<file path="src/rtl/riscv_mc_ctrl.sv">
// riscv_mc_ctrl: multi-cycle RV32I control unit (FETCH/DECODE/EXEC/MEM/WB).
// The controller drives datapath selects, memory handshakes and a retired counter.
// Optional build macro RISCV_MC_MULDIV_EN: adds M-extension R-type ops (funct7=0000001)
// through a MULDIV wait state that is handshaked with md_start/md_done.
module riscv_mc_ctrl #(
    parameter int CNT_W       = 32,
    parameter int MEM_TIMEOUT = 0
) (
    input  logic             clk,
    input  logic             rst_n,
    input  logic [31:0]      instr,
    input  logic             imem_ready,
    input  logic             dmem_ready,
    input  logic             br_eq,
    input  logic             br_lt,
    input  logic             md_done,
    output logic             imem_req,
    output logic             ir_we,
    output logic             pc_we,
    output logic             pc_sel,
    output logic [2:0]       imm_sel,
    output logic             br_un,
    output logic             a_sel,
    output logic             b_sel,
    output logic [3:0]       alu_sel,
    output logic             dmem_req,
    output logic             dmem_we,
    output logic             reg_we,
    output logic [1:0]       wb_sel,
    output logic             md_start,
    output logic             trap,
    output logic [2:0]       state,
    output logic [CNT_W-1:0] retired
);

    typedef enum logic [2:0] {
        S_FETCH  = 3'd0,
        S_DECODE = 3'd1,
        S_EXEC   = 3'd2,
        S_MEM    = 3'd3,
        S_WB     = 3'd4,
        S_TRAP   = 3'd5,
        S_MULDIV = 3'd6
    } state_t;

    localparam logic [3:0] ALU_ADD = 4'd0, ALU_SUB = 4'd1, ALU_SLL = 4'd2, ALU_SLT = 4'd3,
                           ALU_SLTU = 4'd4, ALU_XOR = 4'd5, ALU_SRL = 4'd6, ALU_SRA = 4'd7,
                           ALU_OR = 4'd8, ALU_AND = 4'd9, ALU_PASSB = 4'd10, ALU_NOP = 4'd15;
    localparam logic [2:0] IMM_I = 3'd0, IMM_S = 3'd1, IMM_B = 3'd2, IMM_J = 3'd3, IMM_U = 3'd4;

    // Wait counter only needs to reach MEM_TIMEOUT-1; the timeout fires on that cycle.
    localparam int WAIT_W = (MEM_TIMEOUT > 1) ? $clog2(MEM_TIMEOUT) : 1;
    localparam logic [WAIT_W-1:0] WAIT_LAST = WAIT_W'((MEM_TIMEOUT > 0) ? MEM_TIMEOUT - 1 : 0);

`ifdef RISCV_MC_MULDIV_EN
    localparam logic MD_LEGAL = 1'b1;
`else
    localparam logic MD_LEGAL = 1'b0;
`endif

    state_t            st, nxt;
    logic              run_q;     // high from the first edge that sees rst_n=1
    logic              active;
    logic [WAIT_W-1:0] wait_cnt;
    logic              wait_hit;

    wire [6:0] opc = instr[6:0];
    wire [2:0] f3  = instr[14:12];
    wire [6:0] f7  = instr[31:25];

    // register fields are consumed by the datapath, not by the controller
    logic unused_instr;
    assign unused_instr = ^{instr[24:15], instr[11:7]};

    wire is_r     = (opc == 7'b0110011);
    wire is_i     = (opc == 7'b0010011);
    wire is_ld    = (opc == 7'b0000011);
    wire is_st    = (opc == 7'b0100011);
    wire is_br    = (opc == 7'b1100011);
    wire is_jal   = (opc == 7'b1101111);
    wire is_jalr  = (opc == 7'b1100111);
    wire is_auipc = (opc == 7'b0010111);
    wire is_lui   = (opc == 7'b0110111);
    wire is_md    = is_r && (f7 == 7'b0000001) && MD_LEGAL;

    wire known  = is_r | is_i | is_ld | is_st | is_br | is_jal | is_jalr | is_auipc | is_lui;
    wire r_ok   = (f7 == 7'b0000000) ||
                  ((f7 == 7'b0100000) && ((f3 == 3'b000) || (f3 == 3'b101))) || is_md;
    wire illegal = !known || (is_br && (f3[2:1] == 2'b01)) || (is_r && !r_ok);

    assign active   = rst_n && run_q;
    assign wait_hit = (MEM_TIMEOUT > 0) && (wait_cnt == WAIT_LAST);
    assign trap     = (st == S_TRAP);
    assign state    = st;

    // Branch condition: signed/unsigned comparison result comes from br_lt with br_un steering it
    logic taken;
    always_comb begin
        taken = 1'b0;
        case (f3)
            3'b000:         taken = br_eq;
            3'b001:         taken = !br_eq;
            3'b100, 3'b110: taken = br_lt;
            3'b101, 3'b111: taken = !br_lt;
            default:        taken = 1'b0;
        endcase
    end

    // Datapath selects decoded straight from the latched instruction
    always_comb begin
        imm_sel = IMM_I;
        a_sel   = 1'b0;
        b_sel   = 1'b1;
        alu_sel = ALU_ADD;
        wb_sel  = 2'd1;
        br_un   = is_br && (f3[2:1] == 2'b11);
        if (is_r || is_i) begin
            // I-type shifts carry funct7 in imm[11:5]; addi has no subtract form
            case (f3)
                3'b000:  alu_sel = (is_r && f7[5]) ? ALU_SUB : ALU_ADD;
                3'b001:  alu_sel = ALU_SLL;
                3'b010:  alu_sel = ALU_SLT;
                3'b011:  alu_sel = ALU_SLTU;
                3'b100:  alu_sel = ALU_XOR;
                3'b101:  alu_sel = f7[5] ? ALU_SRA : ALU_SRL;
                3'b110:  alu_sel = ALU_OR;
                default: alu_sel = ALU_AND;
            endcase
            if (is_r) b_sel = 1'b0;
            if (is_md) begin
                alu_sel = ALU_NOP;
                wb_sel  = 2'd3;
            end
        end else if (is_ld) begin
            wb_sel = 2'd0;
        end else if (is_st) begin
            imm_sel = IMM_S;
        end else if (is_br) begin
            imm_sel = IMM_B;
            a_sel   = 1'b1;
        end else if (is_jal) begin
            imm_sel = IMM_J;
            a_sel   = 1'b1;
            wb_sel  = 2'd2;
        end else if (is_jalr) begin
            wb_sel = 2'd2;
        end else if (is_auipc) begin
            imm_sel = IMM_U;
            a_sel   = 1'b1;
        end else if (is_lui) begin
            imm_sel = IMM_U;
            alu_sel = ALU_PASSB;
        end else begin
            alu_sel = ALU_NOP;
        end
    end

    // Next state and strobes; everything is forced idle until the first post-reset edge
    always_comb begin
        nxt      = st;
        imem_req = 1'b0;
        ir_we    = 1'b0;
        pc_we    = 1'b0;
        pc_sel   = 1'b0;
        dmem_req = 1'b0;
        dmem_we  = 1'b0;
        reg_we   = 1'b0;
        case (st)
            S_FETCH: begin
                imem_req = 1'b1;
                if (imem_ready) begin
                    ir_we = 1'b1;
                    nxt   = S_DECODE;
                end else if (wait_hit) begin
                    nxt = S_TRAP;
                end
            end
            S_DECODE: nxt = illegal ? S_TRAP : S_EXEC;
            S_EXEC: begin
                if (is_br) begin
                    pc_we  = 1'b1;
                    pc_sel = taken;
                    nxt    = S_FETCH;
                end else if (is_ld || is_st) begin
                    nxt = S_MEM;
                end else if (is_md) begin
                    nxt = S_MULDIV;
                end else begin
                    nxt = S_WB;
                end
            end
            S_MEM: begin
                dmem_req = 1'b1;
                dmem_we  = is_st;
                if (dmem_ready) begin
                    if (is_st) begin
                        pc_we = 1'b1;
                        nxt   = S_FETCH;
                    end else begin
                        nxt = S_WB;
                    end
                end else if (wait_hit) begin
                    nxt = S_TRAP;
                end
            end
            S_WB: begin
                reg_we = 1'b1;
                pc_we  = 1'b1;
                pc_sel = is_jal || is_jalr;
                nxt    = S_FETCH;
            end
            S_MULDIV: nxt = md_done ? S_WB : S_MULDIV;
            S_TRAP:   nxt = S_TRAP;
            default:  nxt = S_TRAP;
        endcase
        if (!active) begin
            nxt      = st;
            imem_req = 1'b0;
            ir_we    = 1'b0;
            pc_we    = 1'b0;
            pc_sel   = 1'b0;
            dmem_req = 1'b0;
            dmem_we  = 1'b0;
            reg_we   = 1'b0;
        end
    end

    // State, retired counter and memory wait counter (cleared on every state change)
    always_ff @(posedge clk) begin
        if (!rst_n) begin
            st       <= S_FETCH;
            run_q    <= 1'b0;
            retired  <= '0;
            wait_cnt <= '0;
        end else begin
            run_q <= 1'b1;
            st    <= nxt;
            if (pc_we) retired <= retired + 1'b1;
            if (nxt != st)
                wait_cnt <= '0;
            else if (active && (((st == S_FETCH) && !imem_ready) || ((st == S_MEM) && !dmem_ready)))
                wait_cnt <= wait_cnt + 1'b1;
        end
    end

`ifdef RISCV_MC_MULDIV_EN
    logic md_pend;
    // md_start covers only the first MULDIV cycle
    always_ff @(posedge clk) begin
        if (!rst_n) md_pend <= 1'b0;
        else        md_pend <= active && (st == S_EXEC) && (nxt == S_MULDIV);
    end
    assign md_start = md_pend && active && (st == S_MULDIV);
`else
    assign md_start = 1'b0;
`endif

endmodule

</file>
<file path="config.mk">
export PLATFORM = sky130hd
export DESIGN_NAME = riscv_mc_ctrl
export DESIGN_NICKNAME = d
export VERILOG_FILES = /design/src/rtl/riscv_mc_ctrl.sv
export SDC_FILE = /design/constraint.sdc
export NUM_CORES = 1
export LEC_CHECK = 0
export CORE_MARGIN = 2
export CORE_UTILIZATION = 35
export CTS_CLUSTER_SIZE = 8
export DETAILED_ROUTE_END_ITERATION = 12
export HOLD_SLACK_MARGIN = 0.03
export PLACE_DENSITY = 0.67
export SLEW_MARGIN = 40
export SYNTH_ARGS = -nofsm -noshare
export SYNTH_HDL_FRONTEND = slang
export SYNTH_SLANG_ARGS = --single-unit
export TNS_END_PERCENT = 10
</file>
<file path="constraint.sdc">
create_clock -name clk -period 2.2 [get_ports clk]
set_input_delay 0.44 -clock clk [delete_from_list [all_inputs] [get_ports clk]]
set_output_delay 0.44 -clock clk [all_outputs]
set_load 0.05 [all_outputs]
</file>
==> flow_summary.json <==
{
  "status": "complete, but fails checks",
  "failed_checks": "design-rule violations",
  "synthTopCellsByArea": "dfxtp_1, a21oi_1, o31ai_1",
  "worstSetupStartpoint": "instr[0]",
  "gp_congestion": 0.849,
  "grt_overflow_total": 0,
  "fillers": 568,
  "ys_async_sr_fraction_pct": 0,
  "synth-edff-count": 0,
  "period_share_pct": 97.8,
  "fin_ws_ps": 49.3,
  "crit_fanout": 5,
  "static-leakage-power_uw": 0.00148,
  "row_count": 29,
  "slew_headroom_pct": 64.7,
  "max_freq_mhz": 465,
  "io_buffer_count": 78,
  "worst-path-buf-inv": 5,
  "min_path_type": "input pin to register",
  "antenna_found_initial": 0,
  "required_ps": 1760,
  "drt_iter0_markers": 88,
  "synth_common_cells": "dfxtp_1, nand2_1, a21oi_1",
  "layout_min_cycle_time_ps": 2150,
  "start_util_pct": 36.4,
  "syn_inst": 308,
  "drv_cap": 0,
  "cts_tree": "done",
  "wl_per_cell_um": 15.3,
  "cts_htree_levels": 2,
  "synth_ff_type": "dfxtp_1",
  "final_core_util_pct": 61.6,
  "reg2reg_from": "state[1]",
  "area_growth_pct": 69.2,
  "drive_gt1_share_pct": 26.9,
  "clkTransAtPathRegs_ps": 80,
  "grtUsageTotal_pct": 21.6,
  "synth_top_area_share_pct": 30.8,
  "cp_cell_sequence": "clkdlybuf4s15_1 > and4bb_4 > buf_4 > nand4_1 > and3_4 > buf_12 > clkinvlp_4 > buf_8",
  "fp.dieW_um": 85.8,
  "grt_max_degree": 26,
  "first_global_vias": 2768,
  "finalSetupViolCount": 0,
  "cts_buffers": 5,
  "drc": 3,
  "num_vias": 2865,
  "worst_pin_slew_ps": 528,
  "ir_drop_uv": 211,
  "cpLargestDelayFamily": "buffers and inverters",
  "p_total_uw": 1400,
  "hold-worst-slack_ps": 410,
  "syn_area_per_cell_um2": 7.60,
  "yosys.area.top_type": "dfxtp_1",
  "synth_area_um2": 2340,
  "cts-root-buf": "clkbuf_8",
  "multi_input_area_um2": 1560,
  "hold_viol": 0,
  "critical_path.slowest_cell": "and4bb_4",
  "die_y_um": 85.8,
  "register_area_um2": 728,
  "critical_path_class": "input pin to output pin",
  "num_antenna_cells": 0,
  "insertion_delay_ps": 290,
  "grt_pass1_wl_um": 12800,
  "cpPeakStageDelay_ps": 300,
  "num_io_pins": 95,
  "drt_wl_total_um": 7790,
  "synth_cell_types": 55,
  "synth.most_common_cell": "dfxtp_1",
  "place_ws_ps": -415,
  "critPathArrivalTime_ps": 1710,
  "finalMaxSlewViolations": 0,
  "cts.sinks": 36,
  "core_area_um2": 6420,
  "power.density_nw_per_um2": 355,
  "fin_nets": 470,
  "dieArea_um2": 7350,
  "syn-num-nets": 348,
  "rsz0062_at_grt": "no",
  "synth_seq_cells": 36,
  "yosysSeqAreaShare_pct": 30.8,
  "cts.path.max_buffers": 2,
  "hold_start": "rst_n",
  "yosysWarnings": 0,
  "end_kind": "output pin",
  "hold_buffers": 0,
  "place_hpwl_um": 5550,
  "finalClockSkew_ps": 11.6,
  "dr.pass1.iters": 9,
  "final_antenna_net_count": 0,
  "worstSetupStartpointType": "input pin",
  "routed_via_density": 5.64
}
==> worst register-to-register path, stage by stage, from the launching register on <==
cell and delay [ps]:
dfxtp_2 360, nand2b_1 180, or3_1 350, and3_4 190, buf_12 130, buf_4 170, or4_1 510, a21oi_1 160
==> cells in the final DEF, fill, tap and decap left out, types with 4 or more instances in the layout <==
cell	instances
nand3_1	11
a31oi_1	4
or4_1	14
nor4_1	4
and2_1	4
buf_12	19
inv_1	8
o31ai_1	18
a21oi_1	30
nand2b_1	5
nor3_1	5
dfxtp_1	32
buf_4	55
clkbuf_8	5
or3_1	10
nand4_1	17
o21ai_1	4
nor2_1	13
o21ai_0	11
clkdlybuf4s50_1	43
nand2_1	31
mux2i_1	4
==> per-layer routing <==
layer | global-route usage, % | wire (µm) | vias up
li1 | - | - | 1413
met4 | 6.49 | 60 | 0
met3 | 6.45 | 603 | 6
met5 | 0 | 0 | -
met2 | 37.4 | 3840 | 98
met1 | 25.9 | 3290 | 1348
==> per-stage QoR <==
step                instance area (µm²)  std cells  setup TNS, ps
global route                       3960        508              0
detailed placement                 3730        493         -13650
floorplan                          2380        308          -1420
CTS                                3950        508              0
global placement                   3730        493         -11970
finish                             3960        508              0
==> kinds of logic after synthesis <==
group,Yosys count,synth area share (%)
AND/OR/NAND/NOR,144,36.0
AO/OA/AOI/OAI,85,22.8
flip-flops,36,30.8
buffers and inverters,31,5.72
XOR/XNOR,5,1.87
multiplexers,4,1.71
adder cells (fa/ha/maj),2,0.962
other,1,0.160
==> power by group <==
| group | total, µW | internal (µW) | switching [µW] |
|---|---|---|---|
| Sequential | 663 | 655 | 8.10 |
| Combinational | 271 | 136 | 135 |
| Clock | 470 | 221 | 249 |
==> area by class of cell <==
type	count	share of cell area [%]
clock inverters	3	0.474
repair buffers	136	36.6
multi-input cells	241	39.3
clock buffers	5	1.74
well taps	77	2.43
flip-flops and latches	36	18.4
inverters	10	1.04
==> state kept, by name, summed over array words and instances (netlist names) <==
name	flops
state	3
run_q	1
retired	32
==> repair_timing <==
item,4_1_cts,5_1_grt
endpoints found under the setup margin,36,17
cloned,2,0
pin swaps,11,6
gates resized for setup,47,6
setup buffers,6,0
==> final timing paths <==
| kind | to | slack [ps] | cells after the start |
|---|---|---|---|
| setup reg to reg | retired[29] | 100 | 7 |
| setup / recovery | pc_we | 50 | 8 |
| hold / removal | run_q | 410 | 2 |
| hold reg to reg | retired[31] | 490 | 1 |
Note: power is estimated with default switching activity, not from simulation.
